==> src/rtl/fpu_addsub_seq.sv <==
// fpu_addsub_seq: multi-cycle FP16 (1/5/10) add/subtract unit on a valid/ready
// request/response pair. Alignment and normalization advance one bit per cycle;
// results carry {Z,C,N,V} condition codes.
// Optional build macro FPU_ADDSUB_FAST_ALIGN_EN: alignment becomes a single-cycle
// barrel shift with full sticky collection. Results are identical; only latency
// changes.
module fpu_addsub_seq #(
  parameter int BW = 16,
  parameter int EW = 5,
  parameter int SW = 10
) (
  input  logic          clock,
  input  logic          reset_L,
  input  logic          inValid,
  output logic          inReady,
  input  logic [BW-1:0] fpuIn1,
  input  logic [BW-1:0] fpuIn2,
  input  logic          opSub,
  output logic          outValid,
  input  logic          outReady,
  output logic [BW-1:0] fpuOut,
  output logic [3:0]    condCodes
);
  // Extended significand: hidden + fraction + guard/round/sticky.
  localparam int XW = SW + 4;
  // Working exponent carries headroom for the normalize and rounding increments.
  localparam int NW = EW + 1;
  localparam logic [EW-1:0] EMAX = '1;
  localparam logic [BW-1:0] QNAN = {1'b0, EMAX, 1'b1, {(SW-1){1'b0}}};

  typedef enum logic [2:0] {IDLE, ALIGN, ADD, NORM, ROUND, DONE} state_t;

  state_t        state_q, state_d;
  logic [BW-1:0] out_q, out_d;
  logic [3:0]    cc_q, cc_d;
  logic          sign_q, sign_d;
  logic          eff_sub_q, eff_sub_d;
  logic          carry_q, carry_d;
  logic [NW-1:0] exp_q, exp_d;
  logic [NW-1:0] diff_q, diff_d;
  logic [XW:0]   big_q, big_d;
  logic [XW-1:0] small_q, small_d;

  logic          a_sign, b_sign;
  logic [EW-1:0] a_exp, b_exp;
  logic [SW-1:0] a_frac, b_frac;
  logic          a_nan, b_nan, a_inf, b_inf, a_zero, b_zero, is_special;
  logic [NW-1:0] a_e, b_e;
  logic [SW:0]   a_m, b_m;
  logic          a_big;
  logic [BW-1:0] sp_res;
  logic          sp_v;
  logic [XW:0]   sum;
  logic [BW:0]   rp;

  // Round-to-nearest-even on G/R/S, renormalize a mantissa carry, pack.
  // Returns {overflow, packed result}.
  function automatic logic [BW:0] round_pack(input logic s, input logic [NW-1:0] e,
                                             input logic [XW-1:0] x);
    logic [SW+1:0] m;
    logic [NW-1:0] ex;
    logic          up;
    logic          ovf;
    logic [BW-1:0] r;
    up  = x[2] & (x[1] | x[0] | x[3]);
    m   = {1'b0, x[XW-1:3]} + {{(SW+1){1'b0}}, up};
    ex  = e;
    ovf = 1'b0;
    if (m[SW+1]) begin
      m  = m >> 1;
      ex = ex + NW'(1);
    end
    if (x == '0) begin
      r = '0;
    end else if (ex >= {1'b0, EMAX}) begin
      r   = {s, EMAX, {SW{1'b0}}};
      ovf = 1'b1;
    end else begin
      r = {s, (m[SW] ? ex[EW-1:0] : {EW{1'b0}}), m[SW-1:0]};
    end
    return {ovf, r};
  endfunction

`ifdef FPU_ADDSUB_FAST_ALIGN_EN
  // Single-step right shift by d; every bit shifted past bit 0 is ORed into sticky.
  function automatic logic [XW-1:0] align_shift(input logic [XW-1:0] x, input logic [NW-1:0] d);
    logic [XW-1:0] r;
    logic          st;
    st = 1'b0;
    for (int i = 0; i < XW; i++) begin
      if (i <= int'(d)) st = st | x[i];
    end
    r    = (d >= NW'(XW)) ? '0 : (x >> d);
    r[0] = r[0] | st;
    return r;
  endfunction
`endif

  // Operand unpack, magnitude compare and special-case resolution.
  always_comb begin
    a_sign = fpuIn1[BW-1];
    b_sign = fpuIn2[BW-1] ^ opSub;
    a_exp  = fpuIn1[BW-2:SW];
    b_exp  = fpuIn2[BW-2:SW];
    a_frac = fpuIn1[SW-1:0];
    b_frac = fpuIn2[SW-1:0];
    a_nan  = (a_exp == EMAX) && (a_frac != '0);
    b_nan  = (b_exp == EMAX) && (b_frac != '0);
    a_inf  = (a_exp == EMAX) && (a_frac == '0);
    b_inf  = (b_exp == EMAX) && (b_frac == '0);
    a_zero = (a_exp == '0) && (a_frac == '0);
    b_zero = (b_exp == '0) && (b_frac == '0);
    a_e    = (a_exp == '0) ? NW'(1) : {1'b0, a_exp};
    b_e    = (b_exp == '0) ? NW'(1) : {1'b0, b_exp};
    a_m    = {(a_exp != '0), a_frac};
    b_m    = {(b_exp != '0), b_frac};
    a_big  = {a_e, a_m} >= {b_e, b_m};
    is_special = a_nan | b_nan | a_inf | b_inf | a_zero | b_zero;
    sp_v   = 1'b0;
    sp_res = '0;
    if (a_nan || b_nan || (a_inf && b_inf && (a_sign != b_sign))) begin
      sp_res = QNAN;
      sp_v   = 1'b1;
    end else if (a_inf) begin
      sp_res = fpuIn1;
    end else if (b_inf) begin
      sp_res = {b_sign, fpuIn2[BW-2:0]};
    end else if (a_zero && b_zero) begin
      // Signed zero survives only when both effective signs are negative.
      sp_res = {a_sign & b_sign, {(BW-1){1'b0}}};
    end else if (a_zero) begin
      sp_res = {b_sign, fpuIn2[BW-2:0]};
    end else if (b_zero) begin
      sp_res = fpuIn1;
    end
  end

  assign sum = eff_sub_q ? (big_q - {1'b0, small_q}) : (big_q + {1'b0, small_q});
  assign rp  = round_pack(sign_q, exp_q, big_q[XW-1:0]);

  // Next-state and datapath updates for each FSM state.
  always_comb begin
    state_d   = state_q;
    out_d     = out_q;
    cc_d      = cc_q;
    sign_d    = sign_q;
    eff_sub_d = eff_sub_q;
    carry_d   = carry_q;
    exp_d     = exp_q;
    diff_d    = diff_q;
    big_d     = big_q;
    small_d   = small_q;
    case (state_q)
      IDLE: begin
        if (inValid) begin
          if (is_special) begin
            out_d   = sp_res;
            cc_d    = {(sp_res[BW-2:0] == '0), 1'b0, sp_res[BW-1], sp_v};
            state_d = DONE;
          end else begin
            eff_sub_d = a_sign ^ b_sign;
            carry_d   = 1'b0;
            if (a_big) begin
              sign_d  = a_sign;
              exp_d   = a_e;
              diff_d  = a_e - b_e;
              big_d   = {1'b0, a_m, 3'b000};
              small_d = {b_m, 3'b000};
            end else begin
              sign_d  = b_sign;
              exp_d   = b_e;
              diff_d  = b_e - a_e;
              big_d   = {1'b0, b_m, 3'b000};
              small_d = {a_m, 3'b000};
            end
            state_d = ALIGN;
          end
        end
      end
      ALIGN: begin
`ifdef FPU_ADDSUB_FAST_ALIGN_EN
        small_d = align_shift(small_q, diff_q);
        diff_d  = '0;
        state_d = ADD;
`else
        if (diff_q == '0) begin
          state_d = ADD;
        end else if (diff_q >= NW'(XW)) begin
          // Everything would fall off the end: only the sticky survives.
          small_d = {{(XW-1){1'b0}}, |small_q};
          diff_d  = '0;
        end else begin
          small_d = {1'b0, small_q[XW-1:2], |small_q[1:0]};
          diff_d  = diff_q - NW'(1);
        end
`endif
      end
      ADD: begin
        big_d   = sum;
        carry_d = ~eff_sub_q & sum[XW];
        state_d = NORM;
      end
      NORM: begin
        if (big_q[XW]) begin
          big_d   = {1'b0, big_q[XW:2], |big_q[1:0]};
          exp_d   = exp_q + NW'(1);
          state_d = ROUND;
        end else if ((big_q != '0) && !big_q[XW-1] && (exp_q > NW'(1))) begin
          big_d = big_q << 1;
          exp_d = exp_q - NW'(1);
        end else begin
          state_d = ROUND;
        end
      end
      ROUND: begin
        out_d   = rp[BW-1:0];
        cc_d    = {(rp[BW-2:0] == '0), carry_q, rp[BW-1], rp[BW]};
        state_d = DONE;
      end
      DONE: begin
        if (outReady) state_d = IDLE;
      end
      default: state_d = IDLE;
    endcase
  end

  // Control and output registers; reset discards any in-flight operation.
  always_ff @(posedge clock or negedge reset_L) begin
    if (!reset_L) begin
      state_q <= IDLE;
      out_q   <= '0;
      cc_q    <= '0;
    end else begin
      state_q <= state_d;
      out_q   <= out_d;
      cc_q    <= cc_d;
    end
  end

  // Working datapath registers; only meaningful while an operation is in flight.
  always_ff @(posedge clock) begin
    sign_q    <= sign_d;
    eff_sub_q <= eff_sub_d;
    carry_q   <= carry_d;
    exp_q     <= exp_d;
    diff_q    <= diff_d;
    big_q     <= big_d;
    small_q   <= small_d;
  end

  assign inReady   = (state_q == IDLE);
  assign outValid  = (state_q == DONE);
  assign fpuOut    = out_q;
  assign condCodes = cc_q;

endmodule

==> config.mk <==
export PLATFORM = sky130hd
export DESIGN_NAME = fpu_addsub_seq
export DESIGN_NICKNAME = d
export VERILOG_FILES = /design/src/rtl/fpu_addsub_seq.sv
export SDC_FILE = /design/constraint.sdc
export NUM_CORES = 1
export LEC_CHECK = 0
export BUFFER_PORTS_ARGS = -buffer_cell sky130_fd_sc_hd__buf_2
export CAP_MARGIN = 40
export CORE_ASPECT_RATIO = 1.25
export CORE_MARGIN = 5
export CORE_UTILIZATION = 30
export DETAILED_ROUTE_END_ITERATION = 12
export GPL_ROUTABILITY_DRIVEN = 0
export GPL_TIMING_DRIVEN = 1
export PLACE_DENSITY = 0.56
export SYNTH_ARGS = -nofsm -noshare
export SYNTH_HDL_FRONTEND = slang
export SYNTH_SLANG_ARGS = --single-unit
export TNS_END_PERCENT = 1
==> constraint.sdc <==
create_clock -name clock -period 10.3 [get_ports clock]
set_clock_uncertainty 0.05 [all_clocks]
set_input_delay 2.06 -clock clock [delete_from_list [all_inputs] [get_ports clock]]
set_output_delay 2.06 -clock clock [all_outputs]
set_load 0.01 [all_outputs]
After elaboration in Yosys (flattened, before gate mapping)
Index checks and enable logic that the tools add are counted.
{"block": "word_totals", "register_bits": 67, "input_bits": 37, "out_inout_bits": 22, "elab_cells": 155}
{"block": "classes", "add_sub_neg": 8, "magnitude_cmp": 4, "n_eq_ne": 16, "mux": 58, "bitwise_logic": 14, "n_reduce_logical": 44}
{"cell": "$mux W16", "count": 9}
{"cell": "$mux W15", "count": 6}
{"cell": "$mux W14", "count": 5}
{"cell": "$mux W6", "count": 10}
{"cell": "$pmux W15 S3", "count": 1}
{"cell": "$pmux W16 S2", "count": 1}
{"cell": "$logic_not A15 Y1", "count": 2}
{"cell": "$pmux W14 S2", "count": 1}
{"cell": "$pmux W6 S2", "count": 2}
{"cell": "$logic_not A10 Y1", "count": 2}
{"cell": "$mux W5", "count": 4}
{"cell": "$reduce_bool A10 Y1", "count": 2}
{"cell": "$mux W3", "count": 6}
{"cell": "$pmux W3 S6", "count": 1}
{"cell": "$ge A16 B16 Y1", "count": 1}
{"cell": "$reduce_and A4 Y1", "count": 4}
{"cell": "$add A15 B14 Y15", "count": 1}
{"cell": "$reduce_bool A15 Y1", "count": 1}
{"cell": "$sub A15 B14 Y15", "count": 1}
{"cell": "$logic_not A14 Y1", "count": 1}
{"cell": "$reduce_or A14 Y1", "count": 1}
{"cell": "$mux W13", "count": 1}
{"cell": "$add A11 B1 Y12", "count": 1}
{"cell": "$reduce_and A3 Y1", "count": 4}
{"cell": "other kinds (33)", "count": 76}

Depth between registers and ports, before layout
Gate-level depths: netlist of run 1.
{"block": "depth", "depth_word": 12, "ltp_mapped": 13, "mapped_depth_nobuf": 13}

Least setup slack after synthesis of run 1
Ideal clock, no wire load.
{"block": "synth_timing", "path_type": "input to register", "start": "in fpuIn1[11]", "end": "reg big_q[0] (enable)", "setup_ns": 0.412, "t_arrival_ns": 4.118, "required_ns": 9.838, "slack_ns": 5.720, "cell_stages": 6, "n_path_buf": 0, "cell_sequence": "and3_1 -> nand3_1 -> nand2_1 -> nor3_2 -> a31oi_1 -> a311oi_1"}
{"block": "synth_via", "elab_chain_len": 9, "word_cells_on_any_way": 12, "cone_classes": "eq/ne: 2; bitwise: 5; reduce/logical: 5"}
{"element": "start, declared", "line_no": "16", "source": "input logic [BW-1:0] fpuIn1,"}
{"element": "$eq A5 B5 Y1", "line_no": "107, 109"}
{"element": "$logic_and A1 B1 Y1", "line_no": "107", "source": "a_nan = (a_exp == EMAX) && (a_frac != '0);"}
{"element": "$or A1 B1 Y1 (3 in a row)", "line_no": "118", "source": "is_special = a_nan | b_nan | a_inf | b_inf | a_zero | b_zero;"}
{"element": "$or A1 B1 Y1 * (2 in a row)", "line_no": "118"}
{"element": "$ne A2 B2 Y1 (no source line) *"}
{"element": "$reduce_and A4 Y1 (no source line) *"}
{"element": "end signal, assigned", "line_no": "247", "source": "big_q <= big_d;"}
{"element": "end, declared", "line_no": "41", "source": "logic [XW:0] big_q, big_d;"}
Every way passes the cells marked *; elsewhere a longest branch is shown, timed or not.
A chain may end at the register's enable or synchronous reset.

Worst setup path after layout of run 1
{"block": "layout_timing", "start": "in fpuIn2[14]", "end": "reg big_q[9], data pin"}
{"block": "layout_via", "elab_chain_len": 7, "word_cells_on_any_way": 8, "cone_classes": "order compare: 1; mux: 5; reduce/logical: 2"}
{"element": "start, declared", "line_no": "17", "source": "input logic [BW-1:0] fpuIn2,"}
{"element": "$logic_not A5 Y1", "line_no": "114", "source": "b_e = (b_exp == '0) ? NW'(1) : {1'b0, b_exp};"}
{"element": "$mux W5", "line_no": "114"}
{"element": "$ge A16 B16 Y1 *", "line_no": "117", "source": "a_big = {a_e, a_m} >= {b_e, b_m};"}
{"element": "$mux W14 *", "line_no": "163", "source": "if (a_big) begin"}
{"element": "$mux W15 *", "line_no": "156", "source": "if (is_special) begin"}
{"element": "$mux W15 *", "line_no": "155", "source": "if (inValid) begin"}
{"element": "$pmux W15 S3 *", "line_no": "153", "source": "case (state_q)"}
{"element": "net big_d[9]", "line_no": "41"}
The timed path passes the listed nets; every way through them passes the cells marked *. The select of a mux whose other input is x is not followed.

==> results of run 1 <==
where the power goes:
| group | internal (mW) | switching [mW] | total, mW |
|---|---|---|---|
| combinational | 0.511 | 0.695 | 1.21 |
| clock | 0.221 | 0.127 | 0.347 |
| sequential | 0.472 | 0.196 | 0.667 |
routing by layer:
metal | part of all wire [%] | up-vias
met5 | 0 | -
met4 | 2.8 | 0
met1 | 45 | 2694
li1 | - | 2832
met3 | 6.9 | 40
met2 | 45 | 201
cells in the mapped netlist (all sizes together), types with 20 or more instances:
master   n  area (um^2)
mux2i   20          200
dfrtp   22          551
nor2    85          332
a21oi   52          260
clkbuf  26         98.8
nand3   28          153
edfxtp  44         1320
nand2   45          169
nor3    29          161
inv     46          173
ha      44          551
o21ai   46          230
xnor2   32          280
critical path, cell delays in order:
cell	delay (ps)
buf_2	130
nor3_1	180
nand2_1	150
inv_1	180
nor2_1	100
ha_1	290
and2_1	160
a22oi_1	350
nand3_4	560
mux2_2	480
a222oi_1	280
o31ai_1	120
worst max-delay path by stage:
stage,from,endpoint,cells past startpoint
finish,fpuIn2[14],big_q[9],12
global route,fpuIn1[0],big_q[12],11
CTS,fpuIn2[14],big_q[9],12
detailed placement,fpuIn2[14],big_q[9],12
global placement,fpuIn2[14],big_q[9],12
floorplan,fpuIn1[11],big_q[0],6
through the flow:
step | instance area, um^2 | power (mW) | hold WS, ps | std cells
floorplan | 6290 | 1.54 | 393 | 745
global placement | 6790 | 1.85 | 415 | 1041
detailed placement | 6820 | 1.87 | 418 | 1043
CTS | 7150 | 2.22 | 432 | 1059
global route | 7150 | 2.41 | 449 | 1059
finish | 7150 | 2.22 | 424 | 1059
final cells by class:
type	count	area (um^2)
flip-flops and latches	66	1870
inverters	47	176
fillers	2169	13600
well taps	274	343
repair buffers	65	358
clock buffers	15	332
clock inverters	1	6.26
multi-input cells	591	4070
sequential cells by signal, indices dropped and copies added, names as in the netlist:
name / count
condCodes: 4
big_q: 15
state_q: 3
sign_q: 1
exp_q: 6
fpuOut: 15
carry_q: 1
diff_q: 6
small_q: 14
eff_sub_q: 1
kinds of logic after synthesis:
kind of cell	count (synthesis)	share of synthesized area [%]
AO/OA/AOI/OAI	204	22.0
XOR/XNOR	46	6.41
adder cells (fa/ha/maj)	47	9.71
buffers and inverters	88	5.77
flip-flops	66	29.8
multiplexers	26	4.26
AND/OR/NAND/NOR	268	22.1
==> results.yml, run 1 <==
worst_hold_path:
  hold_path_class: "register to register"
  min_to: "fpuOut[9]"
  worstHoldPathCells: 1
  min-delay-start: "fpuOut[9]"
run_status:
  outcome: "complete, no violations"
timing:
  hold_viol_final: 0
  finalCritPeriodShare_pct: 49.0
  final.setup.worst_slack_ps: 5250
  finalSetupViolCount: 0
  post-route-min-period_ps: 5050
  rsz0062_at_grt: "no"
  setup-tns-final_ps: 0
  max_freq_mhz: 198
  final_max_slew_viol_count: 0
  slew_headroom_pct: 44.9
  tightest_slew_ps: 818
global_route:
  antenna_found_initial: 0
  grt_use_met2_pct: 25.5
  grt.overflow.total: 0
  track_usage_pct: 15.8
  met1_usage_pct: 20.5
  grt_pass1_vias: 5562
  grt_max_degree: 47
  grt-busiest-layer: "met2"
  grt_use_met3_pct: 3.49
  grt_pass1_wl_mm: 30.1
layout:
  final_cell_mix: "nor2_1, buf_2, a21oi_1"
  antennaDiodeCount: 0
  final_common_cell: "nor2_1"
  final_core_util_pct: 34.5
  drive_gt1_share_pct: 14.3
  final_nets: 864
  synthToLayoutAreaGrowth_pct: 13.7
route:
  ant_nets: 0
  vias_per_cell: 5.45
  drtIter0Drc: 472
  drt_pass1_iterations: 5
  drt_wl_total_mm: 19.1
  detail_route.drc_violations: 0
  vias: 5767
  wire_per_inst_um: 18.0
clock_tree:
  cts_made_buffers: 9
  h-tree-depth: 3
  clkTransAtPathRegs_ps: 60
  ctsLongestPathBuffers: 2
  root_buffer: "clkbuf_16"
  clk_latency_ps: 350
  cts.repair.resized: 0
  post-cts-setup-buffers: 0
  cts_sinks: 66
  cts_hold_buffers: 0
  tritoncts: "done"
worst_setup_path:
  critPathRequiredTime_ps: 10330
  r2r_slack_ps: 6590
  worst-path-max-fanout: 46
  end_kind: "register"
  worstReg2RegEnd: "carry_q"
  r2r_cells: 12
  arrival_ps: 5080
  r2r-start: "small_q[3]"
  start_kind: "input pin"
  critPathKind: "input pin to register"
yosys:
  synth-edff-count: 44
  ys_ff_latch: 66
  syn_area_per_cell_um2: 8.44
  synth_cell_type_count: 75
  synthCells: 745
  synth_nets: 829
  yosysWarnings: 0
  async_flop_share_pct: 33.3
  synthFlopType: "edfxtp_1"
  seq_area_frac_synth_pct: 29.8
  syn_area_mm2: 0.00629
power_and_ir_drop:
  pwr_density_cell_mw_per_mm2: 310
  p_leak_nw: 2.99
  ir_worst_vdd_mv: 0.112
floorplan:
  core_mm2: 0.0207
  dieArea_mm2: 0.0240
  initial_core_util_pct: 30.3
  die_h_um: 172
  die_x_um: 140
  ios: 59
  num_rows: 59
placed_design:
  hpwl_mm: 14.9
  io_buffers: 58
  post-place-ws_ps: 4950
run:
  cap_violations: 0
No activity file was read; power rests on OpenSTA's default activity.
==> inputs of run 2 (changes only) <==
Settings changed: ABC_AREA set to 1.
Clock period 10.3 ns to 5 ns, I/O delays scaled along.
==> results.yml, run 2 <==
yosys:
  async_flop_share_pct: 33.3
  synth_cell_type_count: 51
  synthFlopType: "edfxtp_1"
  yosysWarnings: 0
  synth_compound_area_share_pct: 20.1
  synth_top_family_by_area: "simple AND/OR/NAND/NOR gates"
  synth_area_leaders: "edfxtp_1, nand2_1, dfrtp_1"
  yosys.cell_count.top_type: "nand2_1"
  synthMuxAreaShare_pct: 0
  synth.top_cells.by_count: "nand2_1, nor2_1, inv_1"
  synth_top_area_share_pct: 20.3
  synth-edff-count: 44
  synth_xor_area_share_pct: 4.03
  ys_ff_latch: 66
  synth_top_area_cell: "edfxtp_1"
  syn_area_mm2: 0.00651
  synthCells: 949
  synth_nets: 1033
  syn_area_per_cell_um2: 6.86
  synth_fa_ha_area_share_pct: 9.37
  synthSimpleGateAreaFrac_pct: 28.4
  seq_area_frac_synth_pct: 28.7
route:
  vias_per_cell: 5.11
  wire_per_inst_um: 16.9
  vias: 6540
  wl_met2_mm: 11.0
  drt_pass1_iterations: 6
  drt_wl_total_mm: 21.7
  wl_met3_um: 909
  wl_met1_mm: 9.17
  detail_route.drc_violations: 0
  dr.max_layer_used: "met4"
  drtIter0Drc: 469
  ant_nets: 0
floorplan:
  ios: 59
  num_rows: 60
  die_x_um: 142
  core_mm2: 0.0215
  dieArea_mm2: 0.0248
  die_h_um: 175
  initial_core_util_pct: 30.3
worst_setup_path:
  r2r_slack_ps: 1690
  crit_end: "exp_q[4]"
  arrival_ps: 3880
  worstReg2RegEnd: "carry_q"
  crit_slowest_cell: "nand3_2"
  cpPeakStageDelay_ps: 390
  worst-path-max-fanout: 26
  r2r_cells: 19
  critPathKind: "input pin to register"
  start_kind: "input pin"
  r2r-start: "small_q[3]"
  end_kind: "register"
  crit_path_cell_trace: "buf_2 > inv_1 > nand3_1 > nor2_1 > inv_1 > nand2_1 > ha_1 > a21oi_1 > o21ai_0 > a21oi_1 > nand3_2 > buf_4 > o21ai_0 > o221ai_1"
  critPathRequiredTime_ps: 5010
  startpoint: "fpuIn1[11]"
global_route:
  grt_max_degree: 27
  grt_pass1_wl_mm: 34.6
  track_usage_pct: 17.6
  antenna_found_initial: 0
  grt_pass1_vias: 6539
  grt.overflow.total: 0
power_and_ir_drop:
  pwr_density_cell_mw_per_mm2: 619
  switching_share_pct: 51.2
  ir_worst_vdd_mv: 0.228
  power_frac_clock_pct: 13.2
  seqPwrFrac_pct: 28.0
  p_int_mw: 2.22
  p_leak_nw: 3.40
  p_comb_share_pct: 58.9
  p_switching_mw: 2.33
run_status:
  outcome: "complete, no violations"
timing:
  rsz0062_at_grt: "no"
  hold_viol_final: 0
  final.setup.worst_slack_ps: 1130
  slew_headroom_pct: 46.4
  post-route-min-period_ps: 3870
  final_max_slew_viol_count: 0
  max_freq_mhz: 259
  setup-tns-final_ps: 0
  tightest_slew_ps: 802
  finalCritPeriodShare_pct: 77.3
  finalSetupViolCount: 0
clock_tree:
  clk_latency_ps: 350
  clkTransAtPathRegs_ps: 60
  cts_sinks: 66
  ctsLongestPathBuffers: 2
  cts_made_buffers: 9
  cts.repair.resized: 0
  post-cts-setup-buffers: 0
  cts_hold_buffers: 0
  root_buffer: "clkbuf_16"
  tritoncts: "done"
  h-tree-depth: 3
layout:
  final_nets: 1081
  synthToLayoutAreaGrowth_pct: 12.9
  final_core_util_pct: 34.2
  final_cell_mix: "nand2_1, nor2_1, inv_1"
  drive_gt1_share_pct: 12.2
  antennaDiodeCount: 0
  num-fill-cells: 2458
  final_common_cell: "nand2_1"
placed_design:
  io_buffers: 58
  hpwl_mm: 17.7
  post-place-ws_ps: 810
worst_hold_path:
  hold_path_class: "register to register"
run:
  cap_violations: 0
-- run 2: changes by cell type after synthesis, moves of 18 or more --
cell / change
a21oi_1: +18
inv_1: +67
mux2i_1: -20
nand2_1: +137
nand3_1: +43
nor2_1: +39
nor3_1: -19
o21ai_0: +43
xnor2_1: -28
-- run 2: layout make-up --
type                    instances  area, um^2  area share (%)
flip-flops and latches         66        1870            25.5
clock inverters                 7        42.5           0.579
well taps                     279         349            4.75
repair buffers                 65         343            4.66
inverters                     127         477            6.49
clock buffers                   9         225            3.06
multi-input cells             728        4040            55.0
-- run 2: cells by family (layout without fill, tap and decap cells) --
family / count (synthesis) / in the layout
adders and majority gates: 47 / 47
xor gates and xnor gates: 30 / 30
AOI/OAI and AO/OA: 229 / 229
DFF: 66 / 66
buffers and inverters: 155 / 208
and+or+nand+nor: 422 / 422
-- run 2: worst min-delay path by stage --
stage | from | end | slack (ps) | cells past startpoint
global placement | fpuOut[8] | fpuOut[8] | 410 | 2
CTS | fpuOut[8] | fpuOut[8] | 430 | 2
global route | fpuOut[8] | fpuOut[8] | 450 | 2
finish | fpuOut[8] | fpuOut[8] | 420 | 2
floorplan | carry_q | condCodes[2] | 400 | 1
detailed placement | fpuOut[8] | fpuOut[8] | 410 | 2
-- run 2: power by group through the flow --
stage                     Sequential (mW)  Combinational [mW]  Clock (mW)
after CTS                            1.27                2.69       0.612
after floorplan                      1.19                1.96           0
after global routing                 1.32                3.04       0.637
after global placement               1.29                2.67           0
after detailed placement             1.28                2.68           0
final                                1.27                2.68       0.599
-- run 2: critical path, delay by kind of cell --
family                     cells  cell delay (ps)
AOI/OAI and AO/OA              5              950
and+or+nand+nor                4              870
buffers and inverters          4              780
adders and majority gates      1              270
-- run 2: stage by stage --
step	hold slack (ps)	cell area [um^2]	std cells	total power [mW]
after floorplan	399	6510	949	3.15
after global placement	410	7080	1265	3.96
after detailed placement	412	7080	1265	3.97
after CTS	428	7350	1281	4.58
after global routing	452	7350	1281	4.99
final	424	7350	1281	4.55
-- run 2: routing by layer --
metal  global-route usage (%)  up-vias
met2                     30.9      165
li1                         -     3315
met4                     6.40        0
met3                     2.35       35
met5                        0        -
met1                     21.7     3025
